[src/rtl/poly_job_scheduler.sv]
// poly_job_scheduler: two-requester arbiter that sequences a shared datapath to compute a+b*x+c*x^2
module poly_job_scheduler #(
    parameter int W          = 8,
    parameter bit FIXED_PRIO = 1'b0
) (
    input  logic           clk,
    input  logic           resetn,
    input  logic [1:0]     req_valid,
    output logic [1:0]     req_ready,
    input  logic [4*W-1:0] req_data0,
    input  logic [4*W-1:0] req_data1,
    output logic           res_valid,
    input  logic           res_ready,
    output logic [W-1:0]   res_data,
    output logic           res_id,
    output logic           busy,
    output logic [7:0]     job_count,
    output logic [W-1:0]   dp_data_in,
    output logic           dp_ld_a,
    output logic           dp_ld_b,
    output logic           dp_ld_c,
    output logic           dp_ld_x,
    output logic           dp_ld_r,
    output logic           dp_ld_alu_out,
    output logic [1:0]     dp_sel_a,
    output logic [1:0]     dp_sel_b,
    output logic           dp_alu_op,
    input  logic [W-1:0]   dp_data_result
);
    typedef enum logic [3:0] {IDLE, LD_A, LD_B, LD_C, LD_X, C0, C1, C2, C3, C4, RESP} state_t;
    state_t         state_q, state_d;
    logic [4*W-1:0] job_q, job_d;
    logic           id_q, id_d;
    logic           last_grant_q, last_grant_d;
    logic [7:0]     job_count_q, job_count_d;
    logic           grant, accept;
    logic [W-1:0]   a, b, c, x;
    always_comb begin
        {a, b, c, x} = job_q;
        // a lone requester wins; a tie goes to whoever was not served last
        grant = (req_valid == 2'b10) || (req_valid == 2'b11 && !FIXED_PRIO && !last_grant_q);
        accept = state_q == IDLE && |req_valid;
        req_ready = accept ? (grant ? 2'b10 : 2'b01) : 2'b00;
        job_d = accept ? (grant ? req_data1 : req_data0) : job_q;
        id_d = accept ? grant : id_q;
        last_grant_d = accept ? grant : last_grant_q;
        res_valid = state_q == RESP;
        res_data = res_valid ? dp_data_result : '0;
        res_id = res_valid & id_q;
        busy = state_q != IDLE;
        job_count = job_count_q;
        job_count_d = job_count_q + {7'd0, res_valid & res_ready};
        dp_data_in = '0;
        dp_ld_a = 1'b0;
        dp_ld_b = 1'b0;
        dp_ld_c = 1'b0;
        dp_ld_x = 1'b0;
        dp_ld_r = 1'b0;
        dp_ld_alu_out = 1'b0;
        dp_sel_a = 2'd0;
        dp_sel_b = 2'd0;
        dp_alu_op = 1'b0;
        state_d = state_q;
        case (state_q)
            IDLE: state_d = accept ? LD_A : IDLE;
            LD_A: begin
                dp_data_in = a;
                dp_ld_a = 1'b1;
                state_d = LD_B;
            end
            LD_B: begin
                dp_data_in = b;
                dp_ld_b = 1'b1;
                state_d = LD_C;
            end
            LD_C: begin
                dp_data_in = c;
                dp_ld_c = 1'b1;
                state_d = LD_X;
            end
            LD_X: begin
                dp_data_in = x;
                dp_ld_x = 1'b1;
                state_d = C0;
            end
            C0: begin
                dp_ld_b = 1'b1;
                dp_ld_alu_out = 1'b1;
                dp_sel_a = 2'd1;
                dp_sel_b = 2'd3;
                dp_alu_op = 1'b1;
                state_d = C1;
            end
            C1: begin
                dp_ld_b = 1'b1;
                dp_ld_alu_out = 1'b1;
                dp_sel_a = 2'd1;
                dp_sel_b = 2'd0;
                state_d = C2;
            end
            C2: begin
                dp_ld_a = 1'b1;
                dp_ld_alu_out = 1'b1;
                dp_sel_a = 2'd3;
                dp_sel_b = 2'd3;
                dp_alu_op = 1'b1;
                state_d = C3;
            end
            C3: begin
                dp_ld_a = 1'b1;
                dp_ld_alu_out = 1'b1;
                dp_sel_a = 2'd0;
                dp_sel_b = 2'd2;
                dp_alu_op = 1'b1;
                state_d = C4;
            end
            C4: begin
                dp_ld_r = 1'b1;
                dp_sel_a = 2'd0;
                dp_sel_b = 2'd1;
                state_d = RESP;
            end
            RESP: state_d = res_ready ? IDLE : RESP;
            default: state_d = IDLE;
        endcase
    end
    always_ff @(posedge clk) begin
        if (!resetn) begin
            state_q <= IDLE;
            job_q <= '0;
            id_q <= 1'b0;
            last_grant_q <= 1'b1;
            job_count_q <= '0;
        end else begin
            state_q <= state_d;
            job_q <= job_d;
            id_q <= id_d;
            last_grant_q <= last_grant_d;
            job_count_q <= job_count_d;
        end
    end
endmodule

[config.mk]
export PLATFORM = sky130hd
export DESIGN_NAME = poly_job_scheduler
export DESIGN_NICKNAME = d
export VERILOG_FILES = /design/src/rtl/poly_job_scheduler.sv
export SDC_FILE = /design/constraint.sdc
export NUM_CORES = 1
export LEC_CHECK = 0
export CELL_PAD_IN_SITES_DETAIL_PLACEMENT = 1
export CELL_PAD_IN_SITES_GLOBAL_PLACEMENT = 2
export CORE_AREA = 5 5 113 104
export DETAILED_ROUTE_END_ITERATION = 10
export DIE_AREA = 0 0 118 109
export PLACE_DENSITY = 0.91
export SLEW_MARGIN = 20
export SYNTH_ARGS = -nofsm -noshare
export SYNTH_HDL_FRONTEND = slang
export SYNTH_SLANG_ARGS = --single-unit
export TNS_END_PERCENT = 30
[constraint.sdc]
create_clock -name clk -period 3.56 [get_ports clk]
set_input_delay 0.89 -clock clk [delete_from_list [all_inputs] [get_ports clk]]
set_output_delay 0.89 -clock clk [all_outputs]
set_load 0.005 [all_outputs]
After elaboration in Yosys (flattened, before gate mapping)
Cells that the tools add are included.
Widths: inputs -> output; s select.
{ "word_totals": {"reg_bits": 46, "input_bits": 77, "out_inout_bits": 40, "word_cells": 50} }
{ "classes": {"n_addsub": 1, "eq_ne": 12, "n_mux": 17, "bitwise": 2, "n_reduce_logical": 13} }
{ "ops": {"columns": ["cell", "count"], "rows": [
  ["$pmux 4 s11", 1],
  ["$mux 32", 1],
  ["$pmux 8 s4", 1],
  ["$eq 4x3->1 const B", 4],
  ["$eq 4x4->1 const B", 3],
  ["$reduce_or 3->1", 3],
  ["$add 8x1->8", 1],
  ["$eq 4x2->1 const B", 2],
  ["$mux 1", 8],
  ["$mux 8", 1],
  ["$pmux 2 s3", 1],
  ["$reduce_or 2->1", 3],
  ["$eq 2x2->1 const B", 2],
  ["$eq 4x1->1 const B", 1],
  ["$logic_not 4->1", 1],
  ["$mux 2", 2],
  ["$mux 4", 1],
  ["$pmux 2 s2", 1],
  ["$reduce_bool 4->1", 1],
  ["$reduce_or 4->1", 1],
  ["$and 1x1->1", 2],
  ["$logic_and 1x1->1", 2],
  ["$logic_not 1->1", 1],
  ["$logic_or 1x1->1", 1]
]} }

Depth between registers and ports, before layout
Gate-level depths: netlist of the first run.
{ "depth": {"ltp_word": 5, "ltp_mapped": 9, "mapped_depth_nobuf": 7} }

Worst setup path before layout of the first run
No wires, ideal clock.
{ "synth_path": {"path_kind": "register -> output", "start": "register state_q[0]", "end": "output dp_data_in[0]", "arrival_time_ps": 1221, "required_ps": 2670, "setup_slack_ps": 1449, "stages_incl_launch_ff": 5, "n_path_buf": 1, "path_cell_list": "dfxtp_1 buf_2 nor4b_4 a22oi_1 o21ai_1"} }
{ "synth_between": {"elab_chain_len": 2, "word_cells_on_any_way": 5, "cone_classes": "4 x eq/ne; 1 x mux"} }
{ "synth_lines": {"columns": ["item", "line_no", "source"], "rows": [
  ["start: declaration", "31", "state_t state_q, state_d;"],
  ["start signal: assignment", "135", "state_q <= state_d;"],
  ["$eq 4x3->1 (tied with other cells)", "64", "case (state_q)"],
  ["$pmux 8 s4 (*)", "64", null],
  ["end: declaration", "18", "output logic [W-1:0] dp_data_in,"]
]} }
Mark *: on every way between the ends. The rest lies on a longest branch, timed or not.

Final worst setup path of the first run
{ "layout_path": {"start": "register state_q[2]", "end": "output dp_data_in[3]"} }
Same word-level chain as after synthesis.

==> impl_results.md, run 1 <==
- Run status: finished, final reports clean
- Worst Setup Start Kind: flop
- Cell Rows: 36
- H-tree level count: 2
- Residual DRC: 0
- Syn_area_per_cell: 8.48 µm²
- Largest net degree at the start of global routing: 39
- Total power: 1.44 mW
- CTS resizes: 0
- Final hold vios: 0
- Final worst path period need: 3.31 ns
- Hold Crit Class: reg2reg
- Setup ws final: 0.248 ns
- Die Wd: 118 µm
- Synth Cell Area: 0.00244 mm²
- Post-synth cell types: 40
- Setup violators final: 0
- Vias in the first global route: ~2800
- Total global routing track utilization: 0.136
- Gate Count Post-Synth: about 290
- Iteration-0 DRC Markers: 97
- Placement Cell Area: 0.00363 mm²
- Max FO, Critical Path: 15
- Area growth, synth to finish: 55.5%
- Utilization after layout: 0.360
- First-pass GRT wire length: 14300 µm
- CTS clock-pin slew for the worst setup and hold paths: 0.06 ns
- Layout Skew: 0.00799 ns
- Average wire per standard cell: roughly 17 µm
- CTS Buf Count: 5
- Io pins: 117
- Commonest cells after routing, fill and taps aside: clkdlybuf4s50_1, dfxtp_1, nand2_1
- GP Congestion: 0.759
- Final Max Tran Viols: 0
- Vias/cell: 5.04
- Clock Sinks: 46
- Hold Slack: between 0.4 and 0.5 ns
- Setup Buffers After CTS: 0
- WS Path Type: reg2out
- Least-Margin Pin Slew: 0.652 ns
- Vias: 2624
- Die area: ~0.013 mm²
- Yosys warns: 0
- Max_cap viols: 0
- Post-synth EDFFs: 0
- Metal2 WL: 4190 µm
- Initial Util: 0.232
- Dpl cells: 513
- HP Start: job_count[7]
- Max Fclk: around 300 MHz
- Launch point of the worst reg-to-reg path: state_q[1]
- Ant. Diodes: 0
- Die span in y: 109 µm
- Worst-Skew Late Latency: 0.29 ns
- Sum of negative setup slack: 0 ns
- Commonest non-fill, non-tap cell in the layout: clkdlybuf4s50_1
- GR Overflow Total: 0
- Routed Antenna Nets: 0
- Slew HR: 0.564
- Max Used Layer: met4
- Critical Path RT: 2.67 ns
- Synth Net Count: around 370
- Share of cells above drive strength 1: 0.0438
- CTS tree: done
- Placement Setup Slack: 0.444 ns
- PwrDens: 380 mW/mm²
- Clk root buf: clkbuf_16
- Unrepaired setup endpoints after global routing: false
- Max VDD drop: ~220 µV
- Data arrival, critical path: 2.42 ns
- Layout Cells excl Fill: 521
- Worst r2r path cells: 8
- Finished Cell Area: 0.00380 mm²
- LEAKAGE: 1.41 nW
- M1 WL: between 4000 and 5000 µm
- FFs w/ async S/R, synth: 0
- CP startpoint: state_q[2]
- Met3 wire length: 568 µm
- Final worst-path cycle share: 0.930
- Nets: ~470
- Register bit total from synthesis: 46
- Routed wire length: 8890 µm
- Hpwl dp: 6850 µm
- Deepest clock path buffer count: 2
- Synth Flop Type: dfxtp_1
- Initial antenna violation count: 0
- Core Area: about 0.011 mm²
- Post-synthesis sequential area ratio: 0.377
- PortBufs: 116
- Worst Setup End Kind: primary output
- Filler cells: 1242
- CTS Hold Bufs: 0
- Hold path cells: 2
- Pre-antenna DRT Iters: 4
[worst max-delay path, cell delays in order (launching register included)]
cell and delay [ns]:
dfxtp_1 0.68, nor4b_4 0.58, a22oi_1 0.18, o21ai_1 0.15, clkdlybuf4s50_1 0.54
[final cells by class]
cell class              count  area, µm²  area share
multi-input cells         207       1330       0.349
repair buffers            121       1200       0.316
flip-flops and latches     46        921       0.243
well taps                 133        166      0.0438
clock buffers               7        133      0.0349
clock inverters             1       30.0     0.00791
inverters                   6       22.5     0.00593
[where the power goes]
group          internal, mW  switching, mW  total [mW]
Sequential            0.562         0.0454       0.608
Clock                 0.332          0.195       0.528
Combinational         0.175          0.132       0.307
Total                  1.07          0.373        1.44
[sequential cells by signal (all words and copies together) (netlist names)]
name          count
job_q            32
job_count         8
id_q              1
state_q           4
last_grant_q      1
[worst paths after layout]
kind / end / slack (ns)
worst min register to register: job_count[7] / 0.49
worst max-delay path: dp_data_in[3] / 0.25
worst min-delay path: job_count[7] / 0.49
worst max register to register: job_count[6] / 1.13
[synth_stat cells, types with 3 or more instances]
cell | instances | area (µm²)
dfxtp_1 | 46 | 921
nand2_1 | 42 | 158
a21oi_1 | 40 | 200
a221o_1 | 34 | 340
a22oi_1 | 12 | 90.1
clkbuf_1 | 12 | 45.0
and3_1 | 11 | 68.8
nor2_1 | 9 | 33.8
o21ai_1 | 8 | 40.0
buf_2 | 6 | 30.0
buf_4 | 5 | 37.5
buf_6 | 5 | 56.3
inv_1 | 5 | 18.8
nand3_1 | 5 | 25.0
o21ai_0 | 5 | 25.0
and2_1 | 4 | 25.0
nor2b_1 | 4 | 25.0
nor3_1 | 4 | 20.0
xor2_1 | 4 | 35.0
or3_1 | 3 | 18.8
[routing by layer]
layer  GRT usage  vias up
met2       0.227       91
li1            -     1266
met5           0        -
met4      0.0385        0
met1       0.171     1255
met3      0.0446       12
[cell families after synthesis]
logic type	share of synthesized area
AO/OA/AOI/OAI	0.303
XOR/XNOR	0.0179
adder cells (fa/ha/maj)	0.0102
buffers and inverters	0.0805
flip-flops	0.377
multiplexers	0.00820
AND/OR/NAND/NOR	0.202
(Power assumes the default switching activity.)
==> run 2: changes to the inputs <==
- CAP_MARGIN: default -> 30
==> results of run 2 <==
Same layout as run 1: the final DEF is identical, and so are final timing and power.
==> run 3: changes to the inputs <==
- SETUP_SLACK_MARGIN: default -> 0.4
==> run 3 against run 2 <==
Count of clock-buffer cells in the layout is the same. First-iteration DRC count grew 6.2%. Clock skew is essentially flat. Final cell count grew 0.19%. Sequential share of layout area is essentially flat. Via count shrank 0.11%. Global-route usage grew 0.066 points. Largest power group unchanged. Non-clock buffer count grew 1. Fmax grew 6.2%. Flip-flop and latch count is the same. Die area is the same. Combinational power is essentially flat.
==> impl_results.md, run 3 (same netlist as run 1, synthesis figures left out) <==
- Placement Setup Slack: 0.444 ns (unchanged)
- Commonest non-fill, non-tap cell in the layout: clkdlybuf4s50_1
- Vias/cell: 5.02 (-0.31%)
- CTS clock-pin slew for the worst setup and hold paths: 0.06 ns (about the same)
- Vias: 2621 (-0.11%)
- Worst-Skew Late Latency: 0.29 ns (about the same)
- Critical Path Most Common Cell: clkdlybuf4s50_1
- Setup violators final: 0 (unchanged)
- Final worst-path cycle share: 0.876 (-0.0542)
- Core Area: 0.0105 mm² (unchanged)
- Delay-heaviest family, CP: buffers and inverters
- Data arrival, critical path: 2.23 ns (-0.19 ns)
- Clock Sinks: 46 (unchanged)
- Clk root buf: clkbuf_16
- Area growth, synth to finish: 56.2%
- PortBufs: 116 (unchanged)
- Sum of negative setup slack: 0 ns (unchanged)
- Residual DRC: 0 (unchanged)
- Max_cap viols: 0 (unchanged)
- Final Max Tran Viols: 0 (unchanged)
- Unrepaired setup endpoints after global routing: true
- Dpl cells: 513 (unchanged)
- Least-Margin Pin Slew: 0.644 ns (-0.00850 ns)
- CTS Buf Count: 5 (unchanged)
- Nets: 467 (+0.21%)
- Routed wire length: 8940 µm (+0.52%)
- Vias in the first global route: 2812 (+0.39%)
- Setup ws final: 0.441 ns (+0.193 ns)
- Iteration-0 DRC Markers: 103 (+6.2%)
- Final worst path period need: 3.12 ns (-0.193 ns)
- GP Congestion: 0.759 (unchanged)
- Max FO, Critical Path: 6 (-9)
- Hpwl dp: 6850 µm (unchanged)
- Deepest clock path buffer count: 2 (unchanged)
- Pre-antenna DRT Iters: 4 (unchanged)
- Share of cells above drive strength 1: 0.0617 (+0.0179)
- Largest net degree at the start of global routing: 39 (unchanged)
- Layout Cells excl Fill: 522 (+0.19%)
- GR Overflow Total: 0 (unchanged)
- Most flops, register: job_q
- CTS tree: done
- Die span in y: 109 µm (unchanged)
- Max VDD drop: 221 µV (about the same)
- Io pins: 117 (unchanged)
- Run status: finished, final reports clean
- Max Fclk: 321 MHz (+6.2%)
- Worst path bufs/invs: 2 (+1)
- Routed Antenna Nets: 0 (unchanged)
- Hold Slack: 0.491 ns (+0.000609 ns)
- Crit-path cells: clkdlybuf4s50_1 > nand2_1 > and3_1 > clkdlybuf4s50_1
- PwrDens: 379 mW/mm² (-0.22%)
- Die area: 0.0129 mm² (unchanged)
- Commonest cells after routing, fill and taps aside: clkdlybuf4s50_1, nand2_1, dfxtp_1
- First-pass GRT wire length: 14400 µm (+0.34%)
- Worst Setup Start Kind: input pin
- Area of the multi-input gates: 0.00133 mm² (+0.28%)
- Final hold vios: 0 (unchanged)
- H-tree level count: 2 (unchanged)
- Die Wd: 118 µm (unchanged)
- CTS Hold Bufs: 0 (unchanged)
- Total global routing track utilization: 0.137 (+0.000663)
- Hold Crit Class: reg2reg
- CP max stage cell: clkdlybuf4s50_1
- Layout Skew: 0.00814 ns (+0.000146 ns)
- Crit path largest cell delay: 0.51 ns (-0.17 ns)
- Max reg flops: 32 (unchanged)
- Slew HR: 0.571 (+0.00626)
- Initial antenna violation count: 0 (unchanged)
- Average wire per standard cell: 17.1 µm (+0.32%)
- Filler cells: 1242 (unchanged)
- Register Area: 926 µm² (+0.54%)
- Ant. Diodes: 0 (unchanged)
- Cell Rows: 36 (unchanged)
- Total power: 1.45 mW (+0.21%)
- Critical Path RT: 2.67 ns (about the same)
- Worst Setup End Kind: primary output
- LEAKAGE: 1.41 nW (+0.50%)
- Initial Util: 0.232 (unchanged)
- WS Path Type: in2out
==> run 3: power by group <==
part           total [mW]  internal [mW]  switching, mW  leakage, nW
registers           0.608          0.563         0.0455        0.378
clock network       0.528          0.332          0.196       0.0781
logic               0.308          0.175          0.133        0.957
total                1.45           1.07          0.375         1.41
==> run 3: cell type report <==
class,instances,area share
Clock buffer,7,0.0348
Tap cell,133,0.0436
Multi-Input combinational cell,207,0.349
Clock inverter,1,0.00788
Inverter,6,0.00591
Timing Repair Buffer,122,0.316
Sequential cell,46,0.243
==> run 3: repair_timing <==
action                     in CTS  in global routing
setup buffers                   1                  0
cloned                          0                  0
gates resized for setup         3                  3
setup endpoints to repair      11                 25
==> run 3: through the flow <==
step / instance area [µm²] / util
CTS: 3810 / 0.361
finish: 3810 / 0.362
detailed placement: 3630 / 0.345
floorplan: 2440 / -
global route: 3810 / 0.362
global placement: 3630 / 0.345
==> run 3: worst min-delay path: cells and delay by family, from the launching register on <==
family	cells	cell delay, ns
compound gates	2	0.13
flops	1	0.32
==> run 3: layer usage <==
metal  vias up  share of wire  global-route usage  wire length, µm
li1       1273              -                   -                -
met1      1239           0.45               0.172             4000
met2        97           0.47               0.228             4220
met3        12          0.067              0.0441              599
met4         0          0.013              0.0385              113
met5         -              0                   0                0
==> run 3: final timing paths <==
check | start | end | slack, ns | cells after the start
max | req_valid[0] | req_ready[1] | 0.44 | 4
max reg2reg | state_q[1] | job_q[26] | 1.28 | 4
min | job_count[7] | job_count[7] | 0.49 | 2
min reg2reg | job_count[7] | job_count[7] | 0.49 | 2
